`config.mk`:
```
export PLATFORM = sky130hd
export DESIGN_NAME = load_store_unit
export DESIGN_NICKNAME = d
export VERILOG_FILES = /design/src/rtl/lsu_pkg.sv /design/src/rtl/lsu_lane_align.sv /design/src/rtl/load_store_unit.sv
export SDC_FILE = /design/constraint.sdc
export NUM_CORES = 1
export LEC_CHECK = 0
export CAP_MARGIN = 0
export CORE_AREA = 2 2 122 124
export CTS_BUF_LIST = sky130_fd_sc_hd__clkbuf_4 sky130_fd_sc_hd__clkbuf_8
export CTS_CLUSTER_SIZE = 24
export DETAILED_ROUTE_END_ITERATION = 8
export DIE_AREA = 0 0 124 126
export PLACE_DENSITY = 0.9
export SLEW_MARGIN = 40
export SYNTH_ARGS = -nofsm -noshare
export SYNTH_HDL_FRONTEND = slang
export SYNTH_HIERARCHICAL = 1
export SYNTH_SLANG_ARGS = --single-unit
```
`constraint.sdc`:
```
create_clock -name clk -period 2.1 [get_ports clk]
set_input_delay 0.63 -clock clk [delete_from_list [all_inputs] [get_ports clk]]
set_output_delay 0.63 -clock clk [all_outputs]
set_load 0.02 [all_outputs]
```
`src/rtl/lsu_pkg.sv`:
```
// Shared definitions for the load/store unit: funct3 codes, fault causes,
// FSM state encoding and size/alignment helpers.
package lsu_pkg;

  localparam logic [2:0] F3_B  = 3'b000;
  localparam logic [2:0] F3_H  = 3'b001;
  localparam logic [2:0] F3_W  = 3'b010;
  localparam logic [2:0] F3_D  = 3'b011;
  localparam logic [2:0] F3_BU = 3'b100;
  localparam logic [2:0] F3_HU = 3'b101;
  localparam logic [2:0] F3_WU = 3'b110;

  localparam logic [1:0] CAUSE_NONE     = 2'd0;
  localparam logic [1:0] CAUSE_MISALIGN = 2'd1;
  localparam logic [1:0] CAUSE_TIMEOUT  = 2'd2;
  localparam logic [1:0] CAUSE_ILLEGAL  = 2'd3;

  typedef enum logic [1:0] {
    ST_IDLE = 2'd0,
    ST_REQ  = 2'd1,
    ST_RESP = 2'd2,
    ST_DONE = 2'd3
  } lsu_state_e;

  // Byte-lane mask for an access of 2**size bytes, before lane shifting.
  function automatic logic [7:0] byte_mask(input logic [1:0] size);
    case (size)
      2'd0:    return 8'h01;
      2'd1:    return 8'h03;
      2'd2:    return 8'h0F;
      default: return 8'hFF;
    endcase
  endfunction

  // Stores never sign-extend, so only the signed codes (and D on RV64) are legal for them.
  function automatic logic funct3_legal(input logic [2:0] f3, input logic is_store,
                                        input logic rv64);
    case (f3)
      F3_B, F3_H, F3_W: return 1'b1;
      F3_D:             return rv64;
      F3_BU, F3_HU:     return !is_store;
      F3_WU:            return rv64 && !is_store;
      default:          return 1'b0;
    endcase
  endfunction

  function automatic logic misaligned(input logic [1:0] size, input logic [2:0] addr_lo);
    case (size)
      2'd0:    return 1'b0;
      2'd1:    return addr_lo[0];
      2'd2:    return |addr_lo[1:0];
      default: return |addr_lo;
    endcase
  endfunction

endpackage

```
`src/rtl/lsu_lane_align.sv`:
```
// Byte-lane steering between the XLEN core side and the BUS_WIDTH bus side:
// store data/byte-enable placement and load extraction with sign/zero extension.
module lsu_lane_align
  import lsu_pkg::*;
#(
  parameter int XLEN      = 32,
  parameter int BUS_WIDTH = 32,
  localparam int NB       = BUS_WIDTH / 8,
  localparam int OFF_W    = $clog2(NB)
) (
  input  logic [OFF_W-1:0]     st_off,
  input  logic [1:0]           st_size,
  input  logic [XLEN-1:0]      st_data,
  output logic [NB-1:0]        st_byte_en,
  output logic [BUS_WIDTH-1:0] st_bus_data,
  input  logic [OFF_W-1:0]     ld_off,
  input  logic [1:0]           ld_size,
  input  logic                 ld_unsigned,
  input  logic [BUS_WIDTH-1:0] ld_bus_data,
  output logic [XLEN-1:0]      ld_data
);

  // Bits of an XLEN word covered by an access of 2**size bytes.
  function automatic logic [XLEN-1:0] size_keep(input logic [1:0] size);
    int nbits;
    nbits = 8 << size;
    if (nbits >= XLEN) return '1;
    return (XLEN'(1) << nbits) - XLEN'(1);
  endfunction

  logic [XLEN-1:0] st_keep;
  logic [XLEN-1:0] ld_keep;
  logic [XLEN-1:0] ld_top;
  logic [XLEN-1:0] ld_val;
  logic            ld_neg;

  // Store side: trim data to the access size so unused lanes read as zero, then shift into place.
  always_comb begin
    st_keep     = size_keep(st_size);
    st_byte_en  = NB'(byte_mask(st_size)) << st_off;
    st_bus_data = BUS_WIDTH'(st_data & st_keep) << {st_off, 3'b000};
  end

  // Load side: bring the addressed lanes down to bit 0, trim, and extend from the access MSB.
  always_comb begin
    ld_val  = XLEN'(ld_bus_data >> {ld_off, 3'b000});
    ld_keep = size_keep(ld_size);
    ld_top  = ld_keep & ~(ld_keep >> 1);
    ld_neg  = !ld_unsigned && |(ld_val & ld_top);
    ld_data = (ld_val & ld_keep) | (ld_neg ? ~ld_keep : '0);
  end

endmodule

```
`src/rtl/load_store_unit.sv`:
```
// Load/store unit: one bus transaction per core memory instruction, stalling
// the core while it is in flight and reporting faults on completion.
//
//   state   | meaning
//   --------+------------------------------------------------------------
//   IDLE    | waiting for req_read/req_write; faults resolve straight to DONE
//   REQ     | bus_valid held with stable payload until bus_ready or timeout
//   RESP    | read accepted, waiting for bus_resp_valid or timeout
//   DONE    | done pulse, stall released; always returns to IDLE
module load_store_unit
  import lsu_pkg::*;
#(
  parameter int XLEN           = 32,
  parameter int BUS_WIDTH      = 32,
  parameter int TIMEOUT_CYCLES = 255
) (
  input  logic                   clk,
  input  logic                   reset,
  input  logic                   req_read,
  input  logic                   req_write,
  input  logic [2:0]             req_funct3,
  input  logic [XLEN-1:0]        req_addr,
  input  logic [XLEN-1:0]        req_write_data,
  output logic                   stall,
  output logic                   done,
  output logic [XLEN-1:0]        load_data,
  output logic                   fault,
  output logic [1:0]             fault_cause,
  output logic                   bus_valid,
  input  logic                   bus_ready,
  output logic                   bus_write,
  output logic [XLEN-1:0]        bus_addr,
  output logic [BUS_WIDTH/8-1:0] bus_byte_en,
  output logic [BUS_WIDTH-1:0]   bus_write_data,
  input  logic                   bus_resp_valid,
  input  logic [BUS_WIDTH-1:0]   bus_read_data
);

  localparam int NB    = BUS_WIDTH / 8;
  localparam int OFF_W = $clog2(NB);
  localparam int CNT_W = (TIMEOUT_CYCLES > 1) ? $clog2(TIMEOUT_CYCLES) : 1;
  // Down-counter holds the REQ/RESP cycles left after the current one.
  localparam logic [CNT_W-1:0] CNT_LOAD = CNT_W'((TIMEOUT_CYCLES > 0) ? TIMEOUT_CYCLES - 1 : 0);
  localparam logic RV64 = (XLEN == 64);

  lsu_state_e          state_q, state_d;
  logic                bus_valid_q, bus_valid_d;
  logic                bus_write_q, bus_write_d;
  logic [XLEN-1:0]     bus_addr_q, bus_addr_d;
  logic [NB-1:0]       bus_byte_en_q, bus_byte_en_d;
  logic [BUS_WIDTH-1:0] bus_write_data_q, bus_write_data_d;
  logic                done_q, done_d;
  logic                fault_q, fault_d;
  logic [1:0]          fault_cause_q, fault_cause_d;
  logic [XLEN-1:0]     load_data_q, load_data_d;
  logic [2:0]          funct3_q, funct3_d;
  logic [OFF_W-1:0]    off_q, off_d;
  logic [CNT_W-1:0]    cnt_q, cnt_d;

  logic                 req_any;
  logic                 req_illegal;
  logic                 req_misaligned;
  logic                 timeout_hit;
  logic [NB-1:0]        st_byte_en;
  logic [BUS_WIDTH-1:0] st_bus_data;
  logic [XLEN-1:0]      ld_data;

  assign req_any        = req_read | req_write;
  assign req_illegal    = (req_read & req_write) | !funct3_legal(req_funct3, req_write, RV64);
  assign req_misaligned = misaligned(req_funct3[1:0], req_addr[2:0]);
  assign timeout_hit    = (TIMEOUT_CYCLES != 0) && (cnt_q == '0);

  lsu_lane_align #(
    .XLEN      (XLEN),
    .BUS_WIDTH (BUS_WIDTH)
  ) u_lane_align (
    .st_off      (req_addr[OFF_W-1:0]),
    .st_size     (req_funct3[1:0]),
    .st_data     (req_write_data),
    .st_byte_en  (st_byte_en),
    .st_bus_data (st_bus_data),
    .ld_off      (off_q),
    .ld_size     (funct3_q[1:0]),
    .ld_unsigned (funct3_q[2]),
    .ld_bus_data (bus_read_data),
    .ld_data     (ld_data)
  );

  // Next-state and registered-output logic; handshake/response wins over a same-cycle timeout.
  always_comb begin
    state_d          = state_q;
    bus_write_d      = bus_write_q;
    bus_addr_d       = bus_addr_q;
    bus_byte_en_d    = bus_byte_en_q;
    bus_write_data_d = bus_write_data_q;
    fault_d          = 1'b0;
    fault_cause_d    = fault_cause_q;
    load_data_d      = load_data_q;
    funct3_d         = funct3_q;
    off_d            = off_q;
    cnt_d            = cnt_q;
    case (state_q)
      ST_IDLE: begin
        if (req_any) begin
          load_data_d = '0;
          if (req_illegal) begin
            state_d       = ST_DONE;
            fault_d       = 1'b1;
            fault_cause_d = CAUSE_ILLEGAL;
          end else if (req_misaligned) begin
            state_d       = ST_DONE;
            fault_d       = 1'b1;
            fault_cause_d = CAUSE_MISALIGN;
          end else begin
            state_d          = ST_REQ;
            fault_cause_d    = CAUSE_NONE;
            bus_write_d      = req_write;
            bus_addr_d       = req_addr & ~XLEN'(NB - 1);
            bus_byte_en_d    = st_byte_en;
            bus_write_data_d = req_write ? st_bus_data : '0;
            funct3_d         = req_funct3;
            off_d            = req_addr[OFF_W-1:0];
            cnt_d            = CNT_LOAD;
          end
        end
      end
      ST_REQ: begin
        if (cnt_q != '0) cnt_d = cnt_q - 1'b1;
        if (bus_ready) begin
          state_d = bus_write_q ? ST_DONE : ST_RESP;
        end else if (timeout_hit) begin
          state_d       = ST_DONE;
          fault_d       = 1'b1;
          fault_cause_d = CAUSE_TIMEOUT;
        end
      end
      ST_RESP: begin
        if (cnt_q != '0) cnt_d = cnt_q - 1'b1;
        if (bus_resp_valid) begin
          state_d     = ST_DONE;
          load_data_d = ld_data;
        end else if (timeout_hit) begin
          state_d       = ST_DONE;
          fault_d       = 1'b1;
          fault_cause_d = CAUSE_TIMEOUT;
        end
      end
      default: begin
        state_d = ST_IDLE;
      end
    endcase
    bus_valid_d = (state_d == ST_REQ);
    done_d      = (state_d == ST_DONE);
  end

  // State and output registers with synchronous reset.
  always_ff @(posedge clk) begin
    if (reset) begin
      state_q          <= ST_IDLE;
      bus_valid_q      <= 1'b0;
      bus_write_q      <= 1'b0;
      bus_addr_q       <= '0;
      bus_byte_en_q    <= '0;
      bus_write_data_q <= '0;
      done_q           <= 1'b0;
      fault_q          <= 1'b0;
      fault_cause_q    <= CAUSE_NONE;
      load_data_q      <= '0;
      funct3_q         <= '0;
      off_q            <= '0;
      cnt_q            <= '0;
    end else begin
      state_q          <= state_d;
      bus_valid_q      <= bus_valid_d;
      bus_write_q      <= bus_write_d;
      bus_addr_q       <= bus_addr_d;
      bus_byte_en_q    <= bus_byte_en_d;
      bus_write_data_q <= bus_write_data_d;
      done_q           <= done_d;
      fault_q          <= fault_d;
      fault_cause_q    <= fault_cause_d;
      load_data_q      <= load_data_d;
      funct3_q         <= funct3_d;
      off_q            <= off_d;
      cnt_q            <= cnt_d;
    end
  end

  // Stall is combinational only in IDLE so the request is held from its first cycle.
  assign stall = !reset && ((state_q == ST_IDLE && req_any) ||
                            state_q == ST_REQ || state_q == ST_RESP);

  assign done           = done_q;
  assign fault          = fault_q;
  assign fault_cause    = fault_cause_q;
  assign load_data      = load_data_q;
  assign bus_valid      = bus_valid_q;
  assign bus_write      = bus_write_q;
  assign bus_addr       = bus_addr_q;
  assign bus_byte_en    = bus_byte_en_q;
  assign bus_write_data = bus_write_data_q;

endmodule
```
==> results by stage <==
Outcome:
- The run finished with clean final reports.

Setup path:
- The critical path arrival is between 2 and 2.5 ns.
- The critical path data required time is 2.38 ns.
- Walking the worst path, the cells encountered are clkdlybuf4s50_1, a21oi_2, o2111ai_1, buf_4, mux2_2, a221o_1, nor3b_1.
- The largest stage delay on the critical path is 0.44 ns.
- The setup path with the least slack is of type primary input to flop.
- The timing startpoint of the critical path is req_addr[2].
- STA classifies the critical path startpoint as a primary input.
- Of all nets on the critical path, the largest fanout is 6.
- The count of cells along the worst register-to-register path is 5.
- The startpoint of the most critical register-to-register path is cnt_q[3].
- The type of element capturing the critical path is a flop.
- For this design, the slowest cell found on the critical path is sky130_fd_sc_hd__clkdlybuf4s50_1.

Route:
- The total routed wirelength is around 20,000 um.
- The total number of vias is ~6,700.
- The mean routed wirelength per cell is ~16 um.
- For this run, the detailed router's first-pass iteration total came to 6.
- The detailed router's first-iteration violation count is 686.
- The DRC violations left is 0.
- The residual antenna-violating net count after detailed routing is 0.
- Dividing the detail-routed via count by the number of cells gives around 5.5.

GRT:
- The first-pass GRT wire length is a little over 30,000 um.
- The number of global-route vias before repair was ~6,300.
- After global routing the overflow that remains totals 0.
- The number of antenna violations at the first check in global routing is 0.
- The largest net degree at the start of global routing is 60.
- The overall routing resource usage is 0.247.

STA:
- Between clock sinks in the finished design, the worst skew comes to approximately 0.013 ns.
- The worst-case hold slack is between 0.4 and 0.5 ns.
- The final count of hold timing violations is 0.
- Measured against its own limit, the worst slew margin works out to 0.578.
- The final setup violation count is 0.
- For the pin with the worst max-slew slack, the measured transition is around 0.63 ns.
- The final number of max-transition violations is 0.
- Dividing the final minimum period by the clock period gives 0.984.
- Derived from the worst setup path, the maximum achievable clock frequency is between 400 and 500 MHz.
- The worst path needs between 2 and 2.5 ns of the cycle, external delays included.

Finish:
- From synthesis to final layout, the design area changed by 55.2%.
- The layout has 1,186 filler cells.
- The ratio of cells with drive above 1 in the final layout is 0.136.
- At the end of the flow the core is filled with cells to 0.639.
- The net count of the finished layout is between 1,000 and 1,500.
- The number of antenna diodes is 0.

Synthesis:
- Synthesis handed over a netlist of just under 800 instances.
- The largest family of logic cells by synthesized area is simple AND/OR/NAND/NOR gates.
- The adder and majority gate portion of the synthesized area is 0.0149.
- Yosys printed 6 warnings.
- The mapped cell area is approximately 5900 um^2.
- The count of unique library cells instantiated by Yosys is 55.
- The largest area contributor in the netlist is sky130_fd_sc_hd__dfxtp_1.
- The fraction of the mapped netlist area in compound gates came to 0.208.
- The share of the yosys chip area belonging to registers is 0.404.
- By area the synthesized netlist is led by sky130_fd_sc_hd__dfxtp_1 (40%), sky130_fd_sc_hd__nand2_1 (12%), sky130_fd_sc_hd__a21oi_1 (11%), sky130_fd_sc_hd__nand3_1 (5.4%), sky130_fd_sc_hd__mux2i_1 (3.1%).
- The multiplexer share of the synthesized area is 0.0535.
- For this run, asynchronously set or reset flops after synthesis account for 0.
- Counting flops with a built-in enable in the synthesized netlist gives 0.
- The simple-gate portion of the synthesized area is 0.262.
- Each instance of the synthesized netlist takes up on average ~7.5 um^2.
- The XOR/XNOR share of the synthesized area is 0.00149.
- The fraction of synthesized cell area taken by the top area cell type is 0.404.
- The synthesized design contains approximately 120 register bits.
- In the synthesized netlist the dominant register cell turns out to be sky130_fd_sc_hd__dfxtp_1.

CTS:
- In this run the deepest clock path goes through 2 buffers.
- Clock tree synthesis inserted a total of 17 buffers.
- After clock tree synthesis, the flow added hold-fix buffers numbering 0.
- The CTS clock-pin slew for the worst setup and hold paths is 0.07 ns.
- The clock tree root driver cell is sky130_fd_sc_hd__clkbuf_8.
- The clock tree from TritonCTS is yes.
- The clock latency reported for the late side of the worst-skew pair is between 0.4 and 0.5 ns.
- The clock drives 119 sinks.
- The H-tree was split into 4 levels.

Power and ir drop:
- Power spread over the standard cell area amounts to roughly 940 nW/um^2.
- The peak supply drop is 0.682 mV.
- The analysis attributes to cell leakage a power of ~3.4 nW.

Worst hold path:
- The worst hold path begins at load_data[2].
- The worst hold path passes through 2 cells.
- The worst hold path belongs to the class flop to flop.

Die:
- The initial standard-cell utilization of the core is 0.412.
- In this run the vertical extent of the chip is around 130 um.
- The horizontal die dimension is approximately 120 um.
- In this run the core area contains 44 standard-cell rows.
- The die area is approximately 16,000 um^2.
- The number of top-level pins is 212.
- After floorplanning, the core was sized to cover around 14,000 um^2.

Placed design:
- Input and output buffers added on the ports amount to roughly 210.
- Detailed placement finished with a half-perimeter wire length of 13,900 um.
- Routability-driven placement finished with a final weighted congestion of approximately 0.89.

Run:
- The max-capacitance violation count is 0.
[logic make-up (layout without fill, tap and decap cells)]
logic type / after synthesis / in the layout
XOR/XNOR: 1 / 1
flip-flops: 119 / 119
multiplexers: 29 / 29
other: 1 / 2
AO/OA/AOI/OAI: 217 / 218
buffers and inverters: 77 / 318
adder cells (fa/ha/maj): 7 / 7
AND/OR/NAND/NOR: 339 / 339
[through the flow]
stage / total power, mW / std cells / setup WS, ns / instance area (um^2) / TNS (ns)
2_1_floorplan: 4.59 / 791 / 0.0162 / 5920 / 0
3_3_place_gp: 5.91 / 1183 / -0.675 / 8520 / -61.09
3_5_place_dp: 5.98 / 1183 / -0.705 / 8520 / -63.16
4_1_cts: 8.50 / 1216 / -0.00504 / 9030 / -0.00504
5_1_grt: 9.12 / 1217 / -0.0316 / 9150 / -0.0316
6_report: 8.63 / 1217 / 0.0329 / 9150 / 0
[flip-flops by register name, indices dropped and copies added, names as in the netlist]
signal	cells
bus_valid	1
funct3_q	3
bus_byte_en	4
bus_write_data	32
done	1
fault_cause	2
cnt_q	8
state_q	2
bus_addr	30
off_q	2
fault	1
load_data	32
bus_write	1
[cells in the mapped netlist (all sizes together) (3+ instances only)]
library cell	instances
nand2	182
a21oi	133
dfxtp	119
nand3	64
clkbuf	38
nor2	33
buf	28
o21ai	25
mux2i	19
o22ai	18
nor2b	16
and2	15
a211oi	10
inv	10
mux2	10
a22oi	8
ha	7
or4	6
a31oi	5
o31ai	5
or2	4
or3	4
nand2b	3
nor3	3
[repair_timing]
action	CTS	global route
setup endpoints to repair	119	86
pin swaps	1	8
resized for setup	24	29
gates cloned	1	0
setup buffers	1	1
[area by class of cell]
cell class | instances | area, um^2 | area share
Tap cell | 184 | 230 | 0.0252
Multi-Input combinational cell | 596 | 3320 | 0.363
Timing Repair Buffer | 276 | 2710 | 0.297
Clock buffer | 20 | 263 | 0.0287
Sequential cell | 119 | 2380 | 0.261
Clock inverter | 11 | 199 | 0.0218
Inverter | 11 | 41.3 | 0.00451
[power breakdown]
part	switching [mW]	total, mW	internal, mW	leakage, nW
Clock	0.962	2.43	1.47	0.222
Sequential	0.153	2.68	2.53	0.965
Combinational	1.92	3.52	1.60	2.23
Total	3.03	8.63	5.60	3.42
[per-layer routing]
metal	GRT usage	vias to the layer above	wire length [um]
met3	0.0924	66	2130
met2	0.391	357	9070
met1	0.287	3094	7560
met5	0	-	0
li1	-	3196	-
met4	0.133	0	823
[layout by cell type, fill, tap and decap left out, types with 10 or more instances in the layout]
| cell | synthesis | routed |
|---|---|---|
| sky130_fd_sc_hd__clkbuf_8 | 0 | 18 |
| sky130_fd_sc_hd__o21ai_0 | 21 | 20 |
| sky130_fd_sc_hd__nor2b_1 | 16 | 16 |
| sky130_fd_sc_hd__mux2_2 | 10 | 10 |
| sky130_fd_sc_hd__mux2i_1 | 18 | 18 |
| sky130_fd_sc_hd__o22ai_1 | 18 | 17 |
| sky130_fd_sc_hd__clkdlybuf4s50_1 | 0 | 192 |
| sky130_fd_sc_hd__dfxtp_1 | 119 | 117 |
| sky130_fd_sc_hd__a21oi_1 | 132 | 129 |
| sky130_fd_sc_hd__dlymetal6s2s_1 | 0 | 10 |
| sky130_fd_sc_hd__nand2_1 | 182 | 182 |
| sky130_fd_sc_hd__buf_4 | 2 | 57 |
| sky130_fd_sc_hd__and2_1 | 15 | 15 |
| sky130_fd_sc_hd__nor2_1 | 32 | 30 |
| sky130_fd_sc_hd__a211oi_1 | 10 | 10 |
| sky130_fd_sc_hd__nand3_1 | 64 | 64 |
[final timing paths]
check | slack, ns | to
worst max-delay path | 0.03 | state_q[1]
worst min-delay path | 0.45 | load_data[2]
worst max register to register | 0.11 | bus_valid
worst min register to register | 0.45 | load_data[2]
[worst max-delay path: cells and delay by family]
family,cells,cell delay (ns)
AOI/OAI and AO/OA,3,0.67
buffers and inverters,2,0.62
muxes,1,0.26
and+or+nand+nor,1,0.16
No activity file was read; power rests on OpenSTA's default activity.
